## src/rtl/demux1to8_32_if.sv

```systemverilog
// Bus bundle for the 1-to-8 word distributor: producer side (in_*, sel, din)
// and the eight consumer slots (o_valid/o_ready, o0..o7).
interface demux1to8_32_if #(
    parameter int WIDTH = 32
);
    // Handshake: a word moves on any edge where valid and ready are both high;
    // ready may be high without valid, and valid-side data may change freely while valid is low.
    logic             in_valid;
    logic             in_ready;
    logic [2:0]       sel;
    logic [WIDTH-1:0] din;
    logic [7:0]       o_valid;
    logic [7:0]       o_ready;
    logic [WIDTH-1:0] o0;
    logic [WIDTH-1:0] o1;
    logic [WIDTH-1:0] o2;
    logic [WIDTH-1:0] o3;
    logic [WIDTH-1:0] o4;
    logic [WIDTH-1:0] o5;
    logic [WIDTH-1:0] o6;
    logic [WIDTH-1:0] o7;

    modport master (
        output in_valid, sel, din, o_ready,
        input  in_ready, o_valid, o0, o1, o2, o3, o4, o5, o6, o7
    );

    modport slave (
        input  in_valid, sel, din, o_ready,
        output in_ready, o_valid, o0, o1, o2, o3, o4, o5, o6, o7
    );
endinterface

```

## src/rtl/demux1to8_32.sv

```systemverilog
// Registered 1-to-8 distributor with one single-entry buffer per destination slot.
// Optional producer stall counter enabled by defining DEMUX_STALL_CNT_EN.
module demux1to8_32 #(
    parameter int WIDTH = 32
) (
    input  logic               clk,
    input  logic               rst_n,
    demux1to8_32_if.slave      bus,
    output logic [15:0]        stall_cnt
);
    // Slot FSM state: bit i set means slot i is FULL; it is also o_valid.
    logic [7:0]       state_q;
    logic [7:0]       state_d;
    logic [7:0]       push;
    logic [7:0]       pop;
    logic             ready;
    logic [WIDTH-1:0] data_q [8];

    always_ff @(posedge clk or negedge rst_n) begin
        if (!rst_n) begin
            state_q <= 8'h00;
        end else begin
            state_q <= state_d;
        end
    end

    always_comb begin
        state_d = (state_q & ~pop) | push;
    end

    always_comb begin
        ready = !state_q[bus.sel] || bus.o_ready[bus.sel];
        pop   = state_q & bus.o_ready;
        push  = 8'h00;
        if (bus.in_valid && ready) begin
            push = 8'h01 << bus.sel;
        end
    end

    always_ff @(posedge clk or negedge rst_n) begin
        if (!rst_n) begin
            for (int i = 0; i < 8; i++) begin
                data_q[i] <= '0;
            end
        end else begin
            for (int i = 0; i < 8; i++) begin
                if (push[i]) begin
                    data_q[i] <= bus.din;
                end
            end
        end
    end

    assign bus.in_ready = ready;
    assign bus.o_valid  = state_q;
    assign bus.o0       = data_q[0];
    assign bus.o1       = data_q[1];
    assign bus.o2       = data_q[2];
    assign bus.o3       = data_q[3];
    assign bus.o4       = data_q[4];
    assign bus.o5       = data_q[5];
    assign bus.o6       = data_q[6];
    assign bus.o7       = data_q[7];

`ifdef DEMUX_STALL_CNT_EN
    logic [15:0] stall_q;

    // Saturating count of cycles the producer offered a word that was refused.
    always_ff @(posedge clk or negedge rst_n) begin
        if (!rst_n) begin
            stall_q <= 16'h0000;
        end else if (bus.in_valid && !ready && (stall_q != 16'hFFFF)) begin
            stall_q <= stall_q + 16'd1;
        end
    end

    assign stall_cnt = stall_q;
`else
    assign stall_cnt = 16'h0000;
`endif
endmodule

```

## src/flat_wrapper.sv

```systemverilog
// flat-port wrapper written by rule: the top's interface ports become plain ports
module demux1to8_32_flat 
#(
    parameter int WIDTH = 32
)
  (clk, rst_n, stall_cnt, bus_in_valid, bus_sel, bus_din, bus_o_ready, bus_in_ready, bus_o_valid, bus_o0, bus_o1, bus_o2, bus_o3, bus_o4, bus_o5, bus_o6, bus_o7);
  demux1to8_32_if #(.WIDTH(WIDTH)) bus_i ();
  input  logic clk;
  input  logic rst_n;
  output logic [15:0] stall_cnt;
  input wire logic [$bits(bus_i.in_valid)-1:0] bus_in_valid;
  input wire logic [$bits(bus_i.sel)-1:0] bus_sel;
  input wire logic [$bits(bus_i.din)-1:0] bus_din;
  input wire logic [$bits(bus_i.o_ready)-1:0] bus_o_ready;
  output wire logic [$bits(bus_i.in_ready)-1:0] bus_in_ready;
  output wire logic [$bits(bus_i.o_valid)-1:0] bus_o_valid;
  output wire logic [$bits(bus_i.o0)-1:0] bus_o0;
  output wire logic [$bits(bus_i.o1)-1:0] bus_o1;
  output wire logic [$bits(bus_i.o2)-1:0] bus_o2;
  output wire logic [$bits(bus_i.o3)-1:0] bus_o3;
  output wire logic [$bits(bus_i.o4)-1:0] bus_o4;
  output wire logic [$bits(bus_i.o5)-1:0] bus_o5;
  output wire logic [$bits(bus_i.o6)-1:0] bus_o6;
  output wire logic [$bits(bus_i.o7)-1:0] bus_o7;
  assign bus_i.in_valid = bus_in_valid;
  assign bus_i.sel = bus_sel;
  assign bus_i.din = bus_din;
  assign bus_i.o_ready = bus_o_ready;
  assign bus_in_ready = bus_i.in_ready;
  assign bus_o_valid = bus_i.o_valid;
  assign bus_o0 = bus_i.o0;
  assign bus_o1 = bus_i.o1;
  assign bus_o2 = bus_i.o2;
  assign bus_o3 = bus_i.o3;
  assign bus_o4 = bus_i.o4;
  assign bus_o5 = bus_i.o5;
  assign bus_o6 = bus_i.o6;
  assign bus_o7 = bus_i.o7;
  demux1to8_32 #(.WIDTH(WIDTH)) u_core (.clk(clk), .rst_n(rst_n), .bus(bus_i), .stall_cnt(stall_cnt));
endmodule
```

## config.mk

```make
export PLATFORM = sky130hd
export DESIGN_NAME = demux1to8_32_flat
export DESIGN_NICKNAME = d
export VERILOG_FILES = /design/src/rtl/demux1to8_32_if.sv /design/src/rtl/demux1to8_32.sv /design/src/flat_wrapper.sv
export SDC_FILE = /design/constraint.sdc
export NUM_CORES = 1
export LEC_CHECK = 0
export BUFFER_PORTS_ARGS = -buffer_cell sky130_fd_sc_hd__clkbuf_2
export CAP_MARGIN = 0
export CORE_ASPECT_RATIO = 0.9
export CORE_MARGIN = 2
export CORE_UTILIZATION = 35
export CTS_CLUSTER_DIAMETER = 150
export DETAILED_ROUTE_END_ITERATION = 16
export GPL_TIMING_DRIVEN = 0
export PLACE_DENSITY_LB_ADDON = 0.25
export SYNTH_ARGS = -nofsm -noshare
export SYNTH_HDL_FRONTEND = slang
export SYNTH_SLANG_ARGS = --single-unit
```

## constraint.sdc

```tcl
create_clock -name clk -period 1.32 [get_ports clk]
set_input_delay 0.066 -clock clk [delete_from_list [all_inputs] [get_ports clk]]
set_output_delay 0.066 -clock clk [all_outputs]
set_load 0.03 [all_outputs]
```

==> impl_metrics.yaml, run 1 <==
power:
  peakVddDrop_mv: 1.217
  p_leak_nw: 7.437
  power_density_nw_per_um2: 1822
placed_design:
  dp_hpwl_mm: 19.06
  portBuffers: 309
  place_inst: 1325
  place.gp.congestion: 0.7489
  pre_cts_slack_ns: -0.2881
clock_network:
  cts_buffers: 29
  cts_max_path_buffers: 3
  cts_htree_levels: 1
  clk_pin_slew_ns: 0.06
  cts.sinks: 264
  root_buffer: "clkbuf_16"
  ctsHoldBuffers: 43
  cts_tree: "built"
  clock_latency_ns: 0.55
final_layout:
  multi_input_comb_area_um2: 3799
  n_fill_cell: 2494
  final_common_cell: "clkbuf_2"
  final_util_pct: 52.30
  area_growth_pct: 46.75
  finalNonFillerCells: 1457
  layout-drive-gt1-share_pct: 68.05
  antenna_cells: 0
  layout_common_cells: "clkbuf_2, dfrtp_1, mux2_4, mux2_2, dlygate4sd3_1"
  ff_latch_area_um2: 6616
  finalNetCount: 1087
sta:
  setup_slack_ns: -0.6495
  period_share_pct: 149.2
  holdWs_ns: -0.1125
  relSlewSlack_pct: 59.05
  hold_violations: 3
  fmax_mhz: 507.7
  finalCriticalPeriod_ns: 1.970
  fin_worst_skew_ns: 0.01360
  fin_setup_tns_ns: -32.51
  maxSlewViolCount: 0
  worst_pin_slew_ns: 0.6143
  rsz0062_at_grt: "true"
  setup_viol: 185
run_status:
  violations: "negative hold slack, negative setup slack"
  status: "finished, violations left"
floorplan:
  chipWidth_um: 184.9
  boundaryPins: 327
  die_y_um: 166.8
  die-area_um2: 30850
  rows: 59
  core_um2: 28940
  start_util_pct: 35.64
synthesis:
  ys_seq_area_share_pct: 64.06
  synth_area_um2: 10310
  avgSynthCellArea_um2: 17.10
  postSynthCellCount: 603
  ys_types: 23
  yosys_warnings: 0
  synth_seq_cells: 264
detailed_routing:
  routed-via-count: 6589
  drtAntennaViolNets: 0
  avgViaCountPerCell: 4.522
  drc: 0
  routed_wl_mm: 29.56
  drtIter0Drc: 263
  wl_per_cell_um: 20.29
  drt_pre_antenna_iters: 4
setup_path:
  crit_path_end_kind: "primary output"
  crit_required_ns: 1.25
  crit_fanout: 2
  r2r_setup_slack_ns: -0.38
  cp.arrival_ns: 1.90
  start_kind: "flip-flop"
  critical_path_class: "flip-flop to primary output"
grt:
  grt_pass1_vias: 7038
  grt_start_max_net_pins: 107
  grt.total_usage_pct: 19.30
  grt_pass1_wl_mm: 45.28
  grt.overflow.total: 0
  antenna_found_initial: 1
run:
  cap_violations: 0
hold_path:
  hold_class: "input pin to flip-flop"
-- kinds of logic (layout without fill, tap and decap cells) --
kind of cell	Yosys count	count (layout)	share of synthesized area [%]
flip-flops	264	264	64.06
multiplexers	259	259	29.81
buffers and inverters	46	489	3.931
AND/OR/NAND/NOR	33	33	2.160
other	1	16	0.03636
-- stage by stage --
stage / hold WS (ns) / power, W / cell area (um^2)
2_1_floorplan: -0.2296 / 0.01681 / 10770
3_3_place_gp: 0.3591 / 0.01961 / 12810
3_5_place_dp: 0.1342 / 0.01974 / 12880
4_1_cts: -0.1310 / 0.02790 / 15180
5_1_grt: -0.09834 / 0.02881 / 15130
6_report: -0.1125 / 0.02757 / 15130
-- critical path: stages, from the launching register on --
cell	delay, ns
dfrtp_2	0.39
nand2b_4	0.08
mux4_2	0.47
mux2_4	0.29
buf_8	0.14
-- where the power goes --
part	internal, W	total [W]	switching (W)
sequential	0.00989	0.0109	0.00100
combinational	0.00337	0.00900	0.00564
clock	0.00447	0.00768	0.00321
-- cells in the mapped netlist --
cell | count | area share, %
nand2_1 | 10 | 0.36
buf_12 | 3 | 0.58
buf_6 | 14 | 1.5
nor2b_1 | 2 | 0.12
nand2b_1 | 8 | 0.49
and2_2 | 1 | 0.073
clkbuf_2 | 1 | 0.048
nand4_1 | 2 | 0.12
mux2_2 | 215 | 23
mux4_2 | 1 | 0.22
dfrtp_1 | 264 | 64
nand3_4 | 1 | 0.17
mux2_4 | 35 | 5.1
mux4_1 | 1 | 0.25
and4_4 | 1 | 0.11
nor2b_4 | 2 | 0.27
and3_1 | 2 | 0.12
nand3_2 | 3 | 0.29
conb_1 | 1 | 0.036
buf_2 | 11 | 0.53
nor2_1 | 1 | 0.036
mux2_1 | 7 | 0.76
buf_4 | 17 | 1.2
-- area by class of cell --
| cell class | instances | area share, % |
|---|---|---|
| sequential | 264 | 43.72 |
| timing repair buffer | 395 | 18.07 |
| buffer | 43 | 3.911 |
| multi-input combinational | 308 | 25.10 |
| clock buffer | 43 | 5.407 |
| clock inverter | 8 | 0.5126 |
| tap | 396 | 3.274 |
-- layer usage --
metal,vias up,GRT usage (%),wire length [um]
met3,40,4.483,1727
met4,2,4.624,683
met2,216,30.81,13710
met5,-,0,13
li1,2966,-,-
met1,3365,26.65,13430
-- worst paths after layout --
path                                        from                     to  cells after the start
setup / recovery           u_core.bus.o_valid[2]           bus_in_ready                      4
hold / removal                    bus_o_ready[5]  u_core.bus.o_valid[5]                      4
setup reg to reg           u_core.bus.o_valid[3]      u_core.bus.o3[16]                      8
hold reg to reg                 u_core.bus.o3[0]       u_core.bus.o3[0]                      1
max in group asynchronous                  rst_n  u_core.bus.o_valid[2]                      3
min in group asynchronous                  rst_n       u_core.bus.o6[4]                      2
-- what timing repair did --
action                                  4_1_cts  5_1_grt
gates resized for setup                      78       25
endpoints found under the setup margin      244      253
buffers inserted                             23       13
cloned                                       13        0
endpoints found under the hold margin       332        3
pin swaps                                     1        1
-- state kept, by name, indices dropped and copies added, names as in the netlist --
name and count:
u_core.bus.o7 32, u_core.bus.o3 32, u_core.bus.o0 32, u_core.bus.o2 32, u_core.bus.o4 32, u_core.bus.o5 32, u_core.bus.o6 32, u_core.bus.o_valid 8
u_core.bus.o1 32
Note: power is estimated with default switching activity, not from simulation.
==> run 2: changes to the inputs <==
Clock period 1.32 ns to 2.1 ns, I/O delays scaled along.
==> run 2 against run 1 <==
  * Global-route usage decreased by 1.9 points
  * The run now ends clean
  * Hold slack gained 0.18 ns
  * Largest cell class unchanged
  * Final area fell by 7.6%
  * Flip-flop and latch count is the same
==> impl_metrics.yaml, run 2 (synthesis gave the netlist of run 1 again) <==
run_status:
  status: "finished, final reports clean"
clock_network:
  root_buffer: "clkbuf_16"
  cts_buffers: 29
  cts_htree_levels: 1
  cts.sinks: 264
  clk_pin_slew_ns: 0.06
  clock_latency_ns: 0.53
  cts_tree: "built"
  cts_max_path_buffers: 3
sta:
  worst_pin_slew_ns: 0.6889
  period_share_pct: 97.18
  setup_viol: 0
  relSlewSlack_pct: 54.07
  fin_worst_skew_ns: 0.01026
  maxSlewViolCount: 0
  rsz0062_at_grt: "false"
  hold_violations: 0
  setup_slack_ns: 0.05932
  finalCriticalPeriod_ns: 2.041
  fmax_mhz: 490.0
floorplan:
  chipWidth_um: 184.9
  start_util_pct: 35.64
  die-area_um2: 30850
  rows: 59
  boundaryPins: 327
  core_um2: 28940
  die_y_um: 166.8
grt:
  grt_pass1_vias: 6762
  grt_pass1_wl_mm: 41.41
  grt.total_usage_pct: 17.35
  grt.overflow.total: 0
  grt_start_max_net_pins: 98
  antenna_found_initial: 0
setup_path:
  r2r_setup_slack_ns: 0.22
  crit_end: "bus_in_ready"
  crit_required_ns: 2.00
  cp.arrival_ns: 1.94
  startpoint: "u_core.bus.o_valid[4]"
  crit_path_end_kind: "primary output"
  critical_path_class: "flip-flop to primary output"
  crit_fanout: 3
  r2r-start: "u_core.bus.o_valid[3]"
  worst_r2r_path_depth: 5
  start_kind: "flip-flop"
  rr_endpoint: "u_core.bus.o_valid[3]"
final_layout:
  layout-drive-gt1-share_pct: 65.01
  finalNetCount: 1055
  area_growth_pct: 35.59
  final_common_cell: "clkbuf_2"
  antenna_cells: 0
  layout_common_cells: "clkbuf_2, dfrtp_1, mux2_2, dlygate4sd3_1, mux2_4"
hold_path:
  hp-start: "bus_sel[1]"
  hold_class: "input pin to flip-flop"
detailed_routing:
  routed-via-count: 6400
  drc: 0
  avgViaCountPerCell: 4.491
  drt_pre_antenna_iters: 4
  drtAntennaViolNets: 0
  wl_per_cell_um: 18.86
  routed_wl_mm: 26.88
  drtIter0Drc: 242
power:
  p_total_w: 0.01741
  p_leak_nw: 6.821
  power_density_nw_per_um2: 1245
  peakVddDrop_mv: 0.7530
placed_design:
  portBuffers: 309
  dp_hpwl_mm: 18.53
  place.gp.congestion: 0.7663
  pre_cts_slack_ns: 0.5042
run:
  cap_violations: 0
## run 2: cell count changes in the layout (fill, tap and decap cells not counted), moves of 6 or more
cell and change:
buf_12 -32, buf_16 -6, nand2b_4 -7, buf_4 -8, dlygate4sd3_1 +6, buf_2 +10, mux2_1 +7, clkbuf_1 -7
mux2_2 +87, dfrtp_2 -8, mux2_4 -94, dfrtp_1 +8, nand2b_1 +7
## run 2: critical path: stages (launching register included)
cell and delay (ns):
dfrtp_1 0.36, nand2b_1 0.13, mux4_2 0.47, mux2_2 0.28
clkbuf_8 0.17
## run 2: final cells by class
type                            instances  area, um^2
Fill cell                            2564       14960
Clock inverter                         13       192.7
Tap cell                              396       495.5
Timing Repair Buffer                  360        2102
Clock buffer                           38       819.5
Buffer                                 46       405.4
Multi-Input combinational cell        308        3361
Sequential cell                       264        6606
## run 2: routing by layer
metal / up-vias / global-route usage [%] / wire, um
li1: 2911 / - / -
met1: 3234 / 22.55 / 11540
met2: 221 / 28.74 / 12680
met3: 34 / 5.030 / 2069
met4: 0 / 3.796 / 588
met5: - / 0 / 0
## run 2: timing repair
item,CTS,global route
endpoints found under the hold margin,344,0
setup endpoints to repair,1,1
setup buffers,0,3
gates cloned,0,0
hold buffers,46,0
resized for setup,3,1
## run 2: worst min-delay path by stage
| stage | cells past startpoint | slack, ns | endpoint |
|---|---|---|---|
| 6_report | 4 | 0.07 | u_core.bus.o_valid[6] |
| 3_3_place_gp | 3 | 0.42 | u_core.bus.o_valid[6] |
| 3_5_place_dp | 1 | 0.21 | u_core.bus.o7[29] |
| 5_1_grt | 4 | 0.05 | u_core.bus.o_valid[6] |
| 2_1_floorplan | 0 | -0.19 | u_core.bus.o0[0] |
| 4_1_cts | 4 | 0.03 | u_core.bus.o_valid[6] |
## run 2: power by group
part / internal [W] / switching (W) / total (W)
Sequential: 0.00621 / 0.000579 / 0.00679
Clock: 0.00333 / 0.00200 / 0.00533
Combinational: 0.00179 / 0.00349 / 0.00529
Total: 0.0113 / 0.00607 / 0.0174
## run 2: stage by stage
step	cells	hold slack (ns)	area, um^2	utilization, %	TNS (ns)
2_1_floorplan	618	-0.1906	10370	-	0
3_3_place_gp	1323	0.4156	12410	42.89	-1250.53
3_5_place_dp	1325	0.2088	12470	43.11	0
4_1_cts	1422	0.03151	13960	48.25	0
5_1_grt	1425	0.05134	13980	48.32	0
6_report	1425	0.06800	13980	48.32	0
